`config.mk`:
```
export PLATFORM = sky130hd
export DESIGN_NAME = hpdcache_mem_wr_arbiter
export DESIGN_NICKNAME = d
export VERILOG_FILES = /design/src/rtl/hpdcache_mem_wr_arbiter.sv
export SDC_FILE = /design/constraint.sdc
export NUM_CORES = 1
export LEC_CHECK = 0
export ABC_CLOCK_PERIOD_IN_PS = 3600
export CAP_MARGIN = 20
export CORE_AREA = 2 2 252 254
export DETAILED_ROUTE_END_ITERATION = 10
export DIE_AREA = 0 0 254 256
export GPL_TIMING_DRIVEN = 0
export PLACE_DENSITY = 0.3
export SLEW_MARGIN = 0
export SYNTH_ARGS = -nofsm -noshare
export SYNTH_HDL_FRONTEND = slang
export SYNTH_SLANG_ARGS = --single-unit
```
`constraint.sdc`:
```
create_clock -name clk_i -period 3.6 [get_ports clk_i]
set_input_delay 0.36 -clock clk_i [delete_from_list [all_inputs] [get_ports clk_i]]
set_output_delay 0.36 -clock clk_i [all_outputs]
set_load 0.005 [all_outputs]
```
`src/rtl/hpdcache_mem_wr_arbiter.sv`:
```
`default_nettype none
// ============================================================================
//  Module  : hpdcache_mem_wr_arbiter
//  Brief   : Shares the memory write interface between the write buffer (r0)
//            and the uncacheable/AMO path (r1); data follows the grant order.
//  Revision: 1.0 - initial release
// ============================================================================
module hpdcache_mem_wr_arbiter #(
    parameter int unsigned ADDR_WIDTH  = 49,
    parameter int unsigned ID_WIDTH    = 8,
    parameter int unsigned DATA_WIDTH  = 128,
    parameter int unsigned ORDER_DEPTH = 4
) (
    input  logic                    clk_i,
    input  logic                    rst_i,

    input  logic                    r0_req_valid_i,
    output logic                    r0_req_ready_o,
    input  logic [ADDR_WIDTH-1:0]   r0_req_addr_i,
    input  logic [ID_WIDTH-2:0]     r0_req_id_i,
    input  logic                    r0_req_uc_i,
    input  logic                    r0_data_valid_i,
    output logic                    r0_data_ready_o,
    input  logic [DATA_WIDTH-1:0]   r0_data_i,
    input  logic [DATA_WIDTH/8-1:0] r0_be_i,
    output logic                    r0_resp_valid_o,
    output logic [ID_WIDTH-2:0]     r0_resp_id_o,
    output logic                    r0_resp_error_o,

    input  logic                    r1_req_valid_i,
    output logic                    r1_req_ready_o,
    input  logic [ADDR_WIDTH-1:0]   r1_req_addr_i,
    input  logic [ID_WIDTH-2:0]     r1_req_id_i,
    input  logic                    r1_req_uc_i,
    input  logic                    r1_data_valid_i,
    output logic                    r1_data_ready_o,
    input  logic [DATA_WIDTH-1:0]   r1_data_i,
    input  logic [DATA_WIDTH/8-1:0] r1_be_i,
    output logic                    r1_resp_valid_o,
    output logic [ID_WIDTH-2:0]     r1_resp_id_o,
    output logic                    r1_resp_error_o,

    output logic                    mem_req_valid_o,
    input  logic                    mem_req_ready_i,
    output logic [ADDR_WIDTH-1:0]   mem_req_addr_o,
    output logic [ID_WIDTH-1:0]     mem_req_id_o,
    output logic                    mem_req_cacheable_o,

    output logic                    mem_data_valid_o,
    input  logic                    mem_data_ready_i,
    output logic [DATA_WIDTH-1:0]   mem_data_o,
    output logic [DATA_WIDTH/8-1:0] mem_be_o,
    output logic                    mem_data_last_o,

    input  logic                    mem_resp_valid_i,
    output logic                    mem_resp_ready_o,
    input  logic [ID_WIDTH-1:0]     mem_resp_id_i,
    input  logic                    mem_resp_error_i
);

    localparam int unsigned        c_PTR_W = (ORDER_DEPTH > 1) ? $clog2(ORDER_DEPTH) : 1;
    localparam int unsigned        c_CNT_W = c_PTR_W + 1;
    localparam logic [c_CNT_W-1:0] c_DEPTH = c_CNT_W'(ORDER_DEPTH);

    logic                   r_rr_ptr;
    logic                   r_lock;
    logic                   r_lock_sel;
    logic [ORDER_DEPTH-1:0] r_order;
    logic [c_PTR_W-1:0]     r_wr_ptr;
    logic [c_PTR_W-1:0]     r_rd_ptr;
    logic [c_CNT_W-1:0]     r_count;

    logic w_gnt_sel;
    logic w_gnt_valid;
    logic w_fifo_full;
    logic w_fifo_empty;
    logic w_meta_hs;
    logic w_data_active;
    logic w_data_sel;
    logic w_data_hs;
    logic w_push;
    logic w_pop;

    // A locked grant keeps its owner until the memory accepts the request.
    always_comb begin
        w_gnt_sel = 1'b0;
        if (r_lock) begin
            w_gnt_sel = r_lock_sel;
        end else if (r0_req_valid_i && r1_req_valid_i) begin
            w_gnt_sel = r_rr_ptr;
        end else begin
            w_gnt_sel = r1_req_valid_i;
        end
    end

    assign w_gnt_valid  = w_gnt_sel ? r1_req_valid_i : r0_req_valid_i;
    assign w_fifo_full  = (r_count == c_DEPTH);
    assign w_fifo_empty = (r_count == '0);

    assign mem_req_valid_o     = w_gnt_valid & ~w_fifo_full;
    assign w_meta_hs           = mem_req_valid_o & mem_req_ready_i;
    assign mem_req_addr_o      = w_gnt_sel ? r1_req_addr_i : r0_req_addr_i;
    assign mem_req_id_o        = {w_gnt_sel, (w_gnt_sel ? r1_req_id_i : r0_req_id_i)};
    assign mem_req_cacheable_o = ~(w_gnt_sel ? r1_req_uc_i : r0_req_uc_i);

    // A grant only exists while some requester is valid, so idle readies stay low.
    assign r0_req_ready_o = ~w_gnt_sel & w_gnt_valid & mem_req_ready_i & ~w_fifo_full;
    assign r1_req_ready_o =  w_gnt_sel & w_gnt_valid & mem_req_ready_i & ~w_fifo_full;

    // Empty order FIFO: data may bypass to the requester granted this very cycle.
    assign w_data_active    = ~w_fifo_empty | w_meta_hs;
    assign w_data_sel       = w_fifo_empty ? w_gnt_sel : r_order[r_rd_ptr];
    assign mem_data_valid_o = w_data_active & (w_data_sel ? r1_data_valid_i : r0_data_valid_i);
    assign mem_data_o       = w_data_sel ? r1_data_i : r0_data_i;
    assign mem_be_o         = w_data_sel ? r1_be_i : r0_be_i;
    assign mem_data_last_o  = 1'b1;
    assign r0_data_ready_o  = w_data_active & ~w_data_sel & mem_data_ready_i;
    assign r1_data_ready_o  = w_data_active &  w_data_sel & mem_data_ready_i;
    assign w_data_hs        = mem_data_valid_o & mem_data_ready_i;

    assign w_pop  = w_data_hs & ~w_fifo_empty;
    assign w_push = w_meta_hs & ~(w_fifo_empty & w_data_hs);

    always_ff @(posedge clk_i) begin
        if (rst_i) begin
            r_rr_ptr   <= 1'b0;
            r_lock     <= 1'b0;
            r_lock_sel <= 1'b0;
            r_wr_ptr   <= '0;
            r_rd_ptr   <= '0;
            r_count    <= '0;
        end else begin
            if (w_meta_hs) begin
                r_lock   <= 1'b0;
                r_rr_ptr <= ~w_gnt_sel;
            end else if (mem_req_valid_o) begin
                r_lock     <= 1'b1;
                r_lock_sel <= w_gnt_sel;
            end
            if (w_push) begin
                r_wr_ptr <= r_wr_ptr + c_PTR_W'(1);
            end
            if (w_pop) begin
                r_rd_ptr <= r_rd_ptr + c_PTR_W'(1);
            end
            case ({w_push, w_pop})
                2'b10:   r_count <= r_count + c_CNT_W'(1);
                2'b01:   r_count <= r_count - c_CNT_W'(1);
                default: r_count <= r_count;
            endcase
        end
    end

    always_ff @(posedge clk_i) begin
        if (w_push) begin
            r_order[r_wr_ptr] <= w_gnt_sel;
        end
    end

    assign mem_resp_ready_o = 1'b1;
    assign r0_resp_valid_o  = mem_resp_valid_i & ~mem_resp_id_i[ID_WIDTH-1];
    assign r1_resp_valid_o  = mem_resp_valid_i &  mem_resp_id_i[ID_WIDTH-1];
    assign r0_resp_id_o     = mem_resp_id_i[ID_WIDTH-2:0];
    assign r1_resp_id_o     = mem_resp_id_i[ID_WIDTH-2:0];
    assign r0_resp_error_o  = mem_resp_error_i;
    assign r1_resp_error_o  = mem_resp_error_i;

endmodule
`default_nettype wire

```
==> out/qor.txt, run 1 <==
status = finished clean
CP Data Required Time = 3.24 ns
first-pass GRT wire length = 56700 um
Synth cell types = 40
largest net degree at the start of global routing = 15
Final WS setup = 0.234 ns
row cnt = 92
# Max-Cap Violations = 0
Slew Limit Fails = 0
crit path max-delay cell type = clkdlybuf4s50_1
worst IR drop on VDD = 0.129 mV
Layout Nets = 1539
die area = 65000 sq um
PortBufs = 637
Final Hold Viols = 0
sequential share of the synthesized area = 8.69%
pwr/cell area = 384 nW/um^2
worst skew pair latency = 0.24 ns
CTS clk-pin slew, worst paths = 0.05 ns
H-Tree Depth = 1
critical path type = in -> out
CTS Buf Count = 3
RSZ-0062 raised after global routing = false
fmax = 297 MHz
Arr. time, crit path = 3.01 ns
root buf cell = clkbuf_16
Initial Utilization = 5.91%
IO Count = 648
Max-slew headroom = 52.7%
share of cells above drive strength 1 = 17.4%
startpoint types = input port
die height = 256 um
vias in the first global route = 6372
Routed WL per cell = 22.8 um
fin crit share = 93.5%
crit path max fanout = 10
Top delay family on crit path = buffers and inverters
Max Buffers Root-to-Sink = 2
core footprint = 62400 sq um
worst hold path class = reg -> reg
area overhead of the layout relative to synthesis = 205%
hold buffer count at CTS = 0
post-route cell area = 11300 sq um
syn avg cell area = 7.91 sq um
Seq cells post-synth = 14
Ys Warns = 0
Worst path most repeated cell = buf_6
via count = 6015
CTS tree = built
Routed Antenna Nets = 0
vias per cell = 3.06
crit-path cells = clkdlybuf4s50_1, nor2b_2, a21oi_4, a21oi_1, buf_6, buf_6, buf_6, mux2_4, clkdlybuf4s50_1
Post-DP HPWL = 41400 um
clock sinks = 14
Worst Tran Pin Value = 0.709 ns
final setup violation count = 0
DRT Wirelength = 44800 um
Gate Count Post-Synth = 466
CP bufs+invs = 5
CP Capture Type = output pin
total track usage = 12.9%
Die W = 254 um
LEAKAGE = 4.35 nW
Fin Clk Skew = 0.00199 ns
minimum clock period = 3.37 ns
post-synthesis cell area = 3690 sq um
DR iter-0 viols = 145
GPL Wtd Cong = 0.802
crit-path max cell delay = 0.57 ns
pre-CTS WS = -0.589 ns
GR Overflow Total = 0
antenna violations before repair = 43
drt pass-1 iters = 4
Post-DP Area = 11100 sq um
Remaining DRCs = 0
==> cell usage after synthesis <==
library cell    n  area share (%)
nand2_1       173              18
mux2_2         95              29
mux2_4         49              20
buf_4          19             3.9
nor2_1         13             1.3
clkbuf_1       11             1.1
inv_1          11             1.1
dfxtp_1        10             5.4
buf_2           9             1.2
a21oi_1         7            0.95
buf_6           7             2.1
mux2i_1         7             1.9
and2_1          6             1.0
ha_1            5             1.7
edfxtp_1        4             3.3
a2111oi_0       3            0.71
a211oi_1        3            0.61
nand2b_1        3            0.51
o21ai_0         3            0.41
or3_1           3            0.51
buf_1           2            0.20
nor2b_1         2            0.34
nor3_1          2            0.27
o31ai_1         2            0.41
xor2_1          2            0.48
a2111o_1        1            0.31
a211oi_2        1            0.34
a21oi_2         1            0.24
a31oi_1         1            0.17
and3_1          1            0.17
and3b_1         1            0.24
conb_1          1            0.10
fa_1            1            0.54
inv_2           1            0.10
mux2_1          1            0.31
mux4_2          1            0.61
nor2_2          1            0.17
nor3b_1         1            0.20
o2bb2ai_1       1            0.24
or4_1           1            0.20
==> per-stage QoR <==
| step | hold slack (ns) | instances | setup TNS (ns) | util, % | total power [mW] |
|---|---|---|---|---|---|
| after floorplan | 0.431 | 467 | 0 | - | 1.86 |
| after CTS | 0.466 | 1955 | 0 | 18.0 | 4.42 |
| final | 0.453 | 1964 | 0 | 18.0 | 4.32 |
| after global routing | 0.490 | 1958 | 0 | 18.0 | 4.60 |
| after global placement | 0.451 | 1950 | -15.85 | 17.8 | 4.20 |
| after detailed placement | 0.458 | 1951 | -13.15 | 17.8 | 4.17 |
==> final timing paths <==
check / to / from / slack [ns] / depth (start not counted)
worst max-delay path: mem_data_o[122] / r1_req_valid_i / 0.23 / 9
worst min-delay path: r_rr_ptr / r_rr_ptr / 0.45 / 2
worst min register to register: r_rr_ptr / r_rr_ptr / 0.45 / 2
worst max register to register: r_count[2] / r_count[0] / 0.71 / 10
==> cells by family after synthesis <==
logic type / Yosys count / synth area share (%)
DFF: 14 / 8.69
muxes: 153 / 51.8
and+or+nand+nor: 207 / 22.6
adders and majority gates: 6 / 2.24
other: 1 / 0.102
buffers and inverters: 60 / 9.77
xor gates and xnor gates: 2 / 0.475
AOI/OAI and AO/OA: 23 / 4.38
==> power breakdown <==
group / leakage, nW / internal [mW] / switching, mW
Sequential: 0.119 / 0.182 / 0.0184
Combinational: 4.19 / 2.43 / 1.48
Clock: 0.0382 / 0.150 / 0.0684
==> routing by layer <==
metal	up-vias	part of all wire, %	global-route usage [%]
li1	2861	-	-
met1	2649	35	13.1
met2	423	49	23.8
met3	50	15	7.71
met4	32	0.35	0.196
met5	-	0.43	0
==> registers in the layout (all words and copies together), names as in the netlist <==
name and cells:
r_lock 1, r_rr_ptr 1, r_order 4, r_lock_sel 1, r_count 3, r_wr_ptr 2, r_rd_ptr 2
==> layout by cell type, fill, tap and decap left out, types with 3 or more instances in the layout <==
cell and count:
ha_1 5, clkbuf_1 11, clkdlybuf4s50_1 637, a21oi_1 7, inv_1 11, a211oi_1 3, dfxtp_1 10, clkbuf_16 3
buf_2 11, mux2_4 49, mux2i_1 7, nand2b_1 3, buf_6 7, nor2_1 13, or3_1 3, diode_2 6
and2_1 6, mux2_2 95, edfxtp_1 4, buf_4 22, nand2_1 173
==> tightest hold or removal path, cell delays in order, from the launching register on <==
cell and delay [ns]:
dfxtp_1 0.30, nand2_1 0.05, a21oi_1 0.05
==> layout make-up <==
class | instances | area (sq um)
Antenna cell | 6 | 15.0
Buffer | 48 | 319
Clock buffer | 4 | 78.8
Fill cell | 7062 | 51100
Inverter | 12 | 45.0
Multi-Input combinational cell | 393 | 3020
Sequential cell | 14 | 320
Tap cell | 846 | 1060
Timing Repair Buffer | 641 | 6400
==> what timing repair did <==
item | CTS | global route
buffers inserted | 0 | 3
gates resized for setup | 4 | 3
pin swaps | 0 | 1
setup endpoints to repair | 102 | 7
Power figures use the tool's default switching activity.
==> run 2, diff against run 1 <==
Settings changed: ABC_AREA set to 1, CORE_AREA 2 2 252 254 to 2 2 251 253, DIE_AREA 0 0 254 256 to 0 0 253 255, SLEW_MARGIN 0 to 20.
==> out/qor.txt, run 2 <==
pwr/cell area = 323 nW/um^2 (-16%)
core footprint = 62200 sq um (-0.37%)
RSZ-0062 raised after global routing = false
Max-slew headroom = 56.3% (+3.6 points)
clock sinks = 14 (unchanged)
area overhead of the layout relative to synthesis = 213%
CTS clk-pin slew, worst paths = 0.05 ns (about the same)
number of fill cells = 7240 (+2.5%)
TNS Setup = 0 ns (unchanged)
sequential cell area = 320 sq um (unchanged)
worst hold path class = reg -> reg
Final WS setup = 0.316 ns (+0.0820 ns)
PortBufs = 637 (unchanged)
Setup Fix Bufs, Post-CTS = 0 (unchanged)
Ys Warns = 0 (unchanged)
total track usage = 13.5% (+0.59 points)
IO Count = 648 (unchanged)
final setup violation count = 0 (unchanged)
worst IR drop on VDD = 0.133 mV (+3.3%)
Seq cells post-synth = 14 (unchanged)
CTS Buf Count = 3 (unchanged)
DRT Wirelength = 47100 um (+5.1%)
vias per cell = 3.22 (+5.1%)
Synth area leader = nand2_1
fmax = 304 MHz (+2.5%)
Async SR Flop Fraction = 0% (unchanged)
pre-CTS WS = 0.222 ns (+0.811 ns)
Routed WL per cell = 21.1 um (-7.3%)
multi-input logic area = 2710 sq um (-10%)
die area = 64500 sq um (-0.78%)
Post-synth EDFFs = 4 (unchanged)
first-pass GRT wire length = 60000 um (+5.8%)
row cnt = 92 (unchanged)
DR iter-0 viols = 258 (+78%)
H-Tree Depth = 1 (unchanged)
CTS tree = built
Post-DP HPWL = 43400 um (+4.9%)
die height = 255 um (-0.39%)
Non-Filler Instances = 2228 (+13%)
sequential share of the synthesized area = 9.14% (+0.45 points)
Worst Tran Pin Value = 0.655 ns (-0.0545 ns)
Top Registers = r_order (4), r_count (3)
post-synthesis cell area = 3510 sq um (-4.9%)
count leader, synth = nand2_1
top cell type's share of synthesized area = 66.1% (+37 points)
crit path max fanout = 10 (unchanged)
root buf cell = clkbuf_16
startpoint types = input port
Max Buffers Root-to-Sink = 2 (unchanged)
share of cells above drive strength 1 = 5.06% (-12 points)
Fin Clk Skew = 0.00516 ns (+0.00317 ns)
minimum clock period = 3.28 ns (-0.0820 ns)
commonest non-fill, non-tap cells in the layout = 637 x clkdlybuf4s50_1, 617 x nand2_1, 28 x buf_2
fin crit share = 91.2% (-2.3 points)
max reg flops = 4 (unchanged)
Slew Limit Fails = 0 (unchanged)
post-layout total power = 3.55 mW (-18%)
Arr. time, crit path = 2.92 ns (-0.09 ns)
Remaining DRCs = 0 (unchanged)
GPL Wtd Cong = 0.817 (+1.8%)
vias in the first global route = 7291 (+14%)
Initial Utilization = 5.64% (-0.27 points)
LEAKAGE = 4.94 nW (+14%)
via count = 7171 (+19%)
CP Data Required Time = 3.24 ns (about the same)
placed cells = 2218 (+14%)
CP Capture Type = output pin
syn avg cell area = 4.49 sq um (-43%)
worst skew pair latency = 0.24 ns (about the same)
CTS resizes = 0 (-4)
Commonest cells post-synth = 617 x nand2_1, 28 x buf_2, 25 x buf_4
Synth area leaders = nand2_1 66%, dfxtp_1 5.7%, buf_4 5.4%
critical path type = in -> out
Final Hold Viols = 0 (unchanged)
# Max-Cap Violations = 0 (unchanged)
Layout Nets = 1850 (+20%)
antenna violations before repair = 45 (+4.7%)
GR Overflow Total = 0 (unchanged)
drt pass-1 iters = 5 (+1)
Routed Antenna Nets = 0 (unchanged)
largest reg by FF count = r_order
largest net degree at the start of global routing = 15 (unchanged)
Post-synth top flop = dfxtp_1
status = finished clean
hold buffer count at CTS = 0 (unchanged)
Die W = 253 um (-0.39%)
commonest non-fill, non-tap cell in the layout = clkdlybuf4s50_1
Synth cell types = 28 (-30%)
Gate Count Post-Synth = 781 (+68%)
-- run 2: changes by cell type after synthesis, sizes merged, moves of 6 or more --
cell	previous run	this run
nand3	0	11
and2	6	0
nand2	173	620
mux2i	7	1
inv	12	26
buf	37	55
mux2	145	0
-- run 2: cells by family after synthesis --
family / synth area share [%]
AO/OA/AOI/OAI: 2.36
AND/OR/NAND/NOR: 71.8
XOR/XNOR: 0.250
other: 0.107
flip-flops: 9.14
multiplexers: 0.286
buffers and inverters: 13.7
adder cells (fa/ha/maj): 2.36
-- run 2: per-stage QoR --
stage / cell area [sq um] / hold WS, ns / util (%)
floorplan: 3510 / 0.429 / -
global placement: 10900 / 0.453 / 17.5
CTS: 11000 / 0.471 / 17.7
finish: 11000 / 0.469 / 17.7
global route: 11000 / 0.498 / 17.7
detailed placement: 10900 / 0.464 / 17.5
-- run 2: critical path: stages --
cell,delay [ns]
clkdlybuf4s50_1,0.40
inv_1,0.12
nor2_1,0.06
nand2_1,0.08
nand2_2,0.15
nand2_2,0.13
nand2_4,0.07
inv_4,0.25
buf_4,0.27
buf_2,0.27
nand2_1,0.10
nand2_1,0.06
clkdlybuf4s50_1,0.57
-- run 2: cell type report --
cell class | instances | share of cell area (%)
inverters | 27 | 0.945
repair buffers | 637 | 58.0
well taps | 799 | 9.10
clock buffers | 4 | 0.808
multi-input cells | 679 | 24.6
flip-flops and latches | 14 | 2.91
diodes | 6 | 0.137
plain buffers | 62 | 3.43
-- run 2: routing by layer --
| metal | vias up | part of all wire, % | global-route usage, % |
|---|---|---|---|
| met3 | 88 | 10 | 4.97 |
| met5 | - | 0.14 | 0 |
| li1 | 3593 | - | - |
| met4 | 10 | 2.6 | 3.04 |
| met1 | 3006 | 36 | 14.1 |
| met2 | 474 | 51 | 25.6 |
-- run 2: power breakdown --
part / internal, mW / switching, mW / leakage, nW
combinational: 1.67 / 1.46 / 4.78
clock: 0.169 / 0.0672 / 0.0442
sequential: 0.179 / 0.0115 / 0.119
-- run 2: path summary, 6_finish.rpt --
kind	start	endpoint	slack (ns)	depth (start not counted)
max	r1_req_valid_i	mem_data_o[87]	0.32	13
min	r_count[0]	r_count[0]	0.47	1
max reg2reg	r_lock	r_count[2]	0.92	16
min reg2reg	r_count[0]	r_count[0]	0.47	1
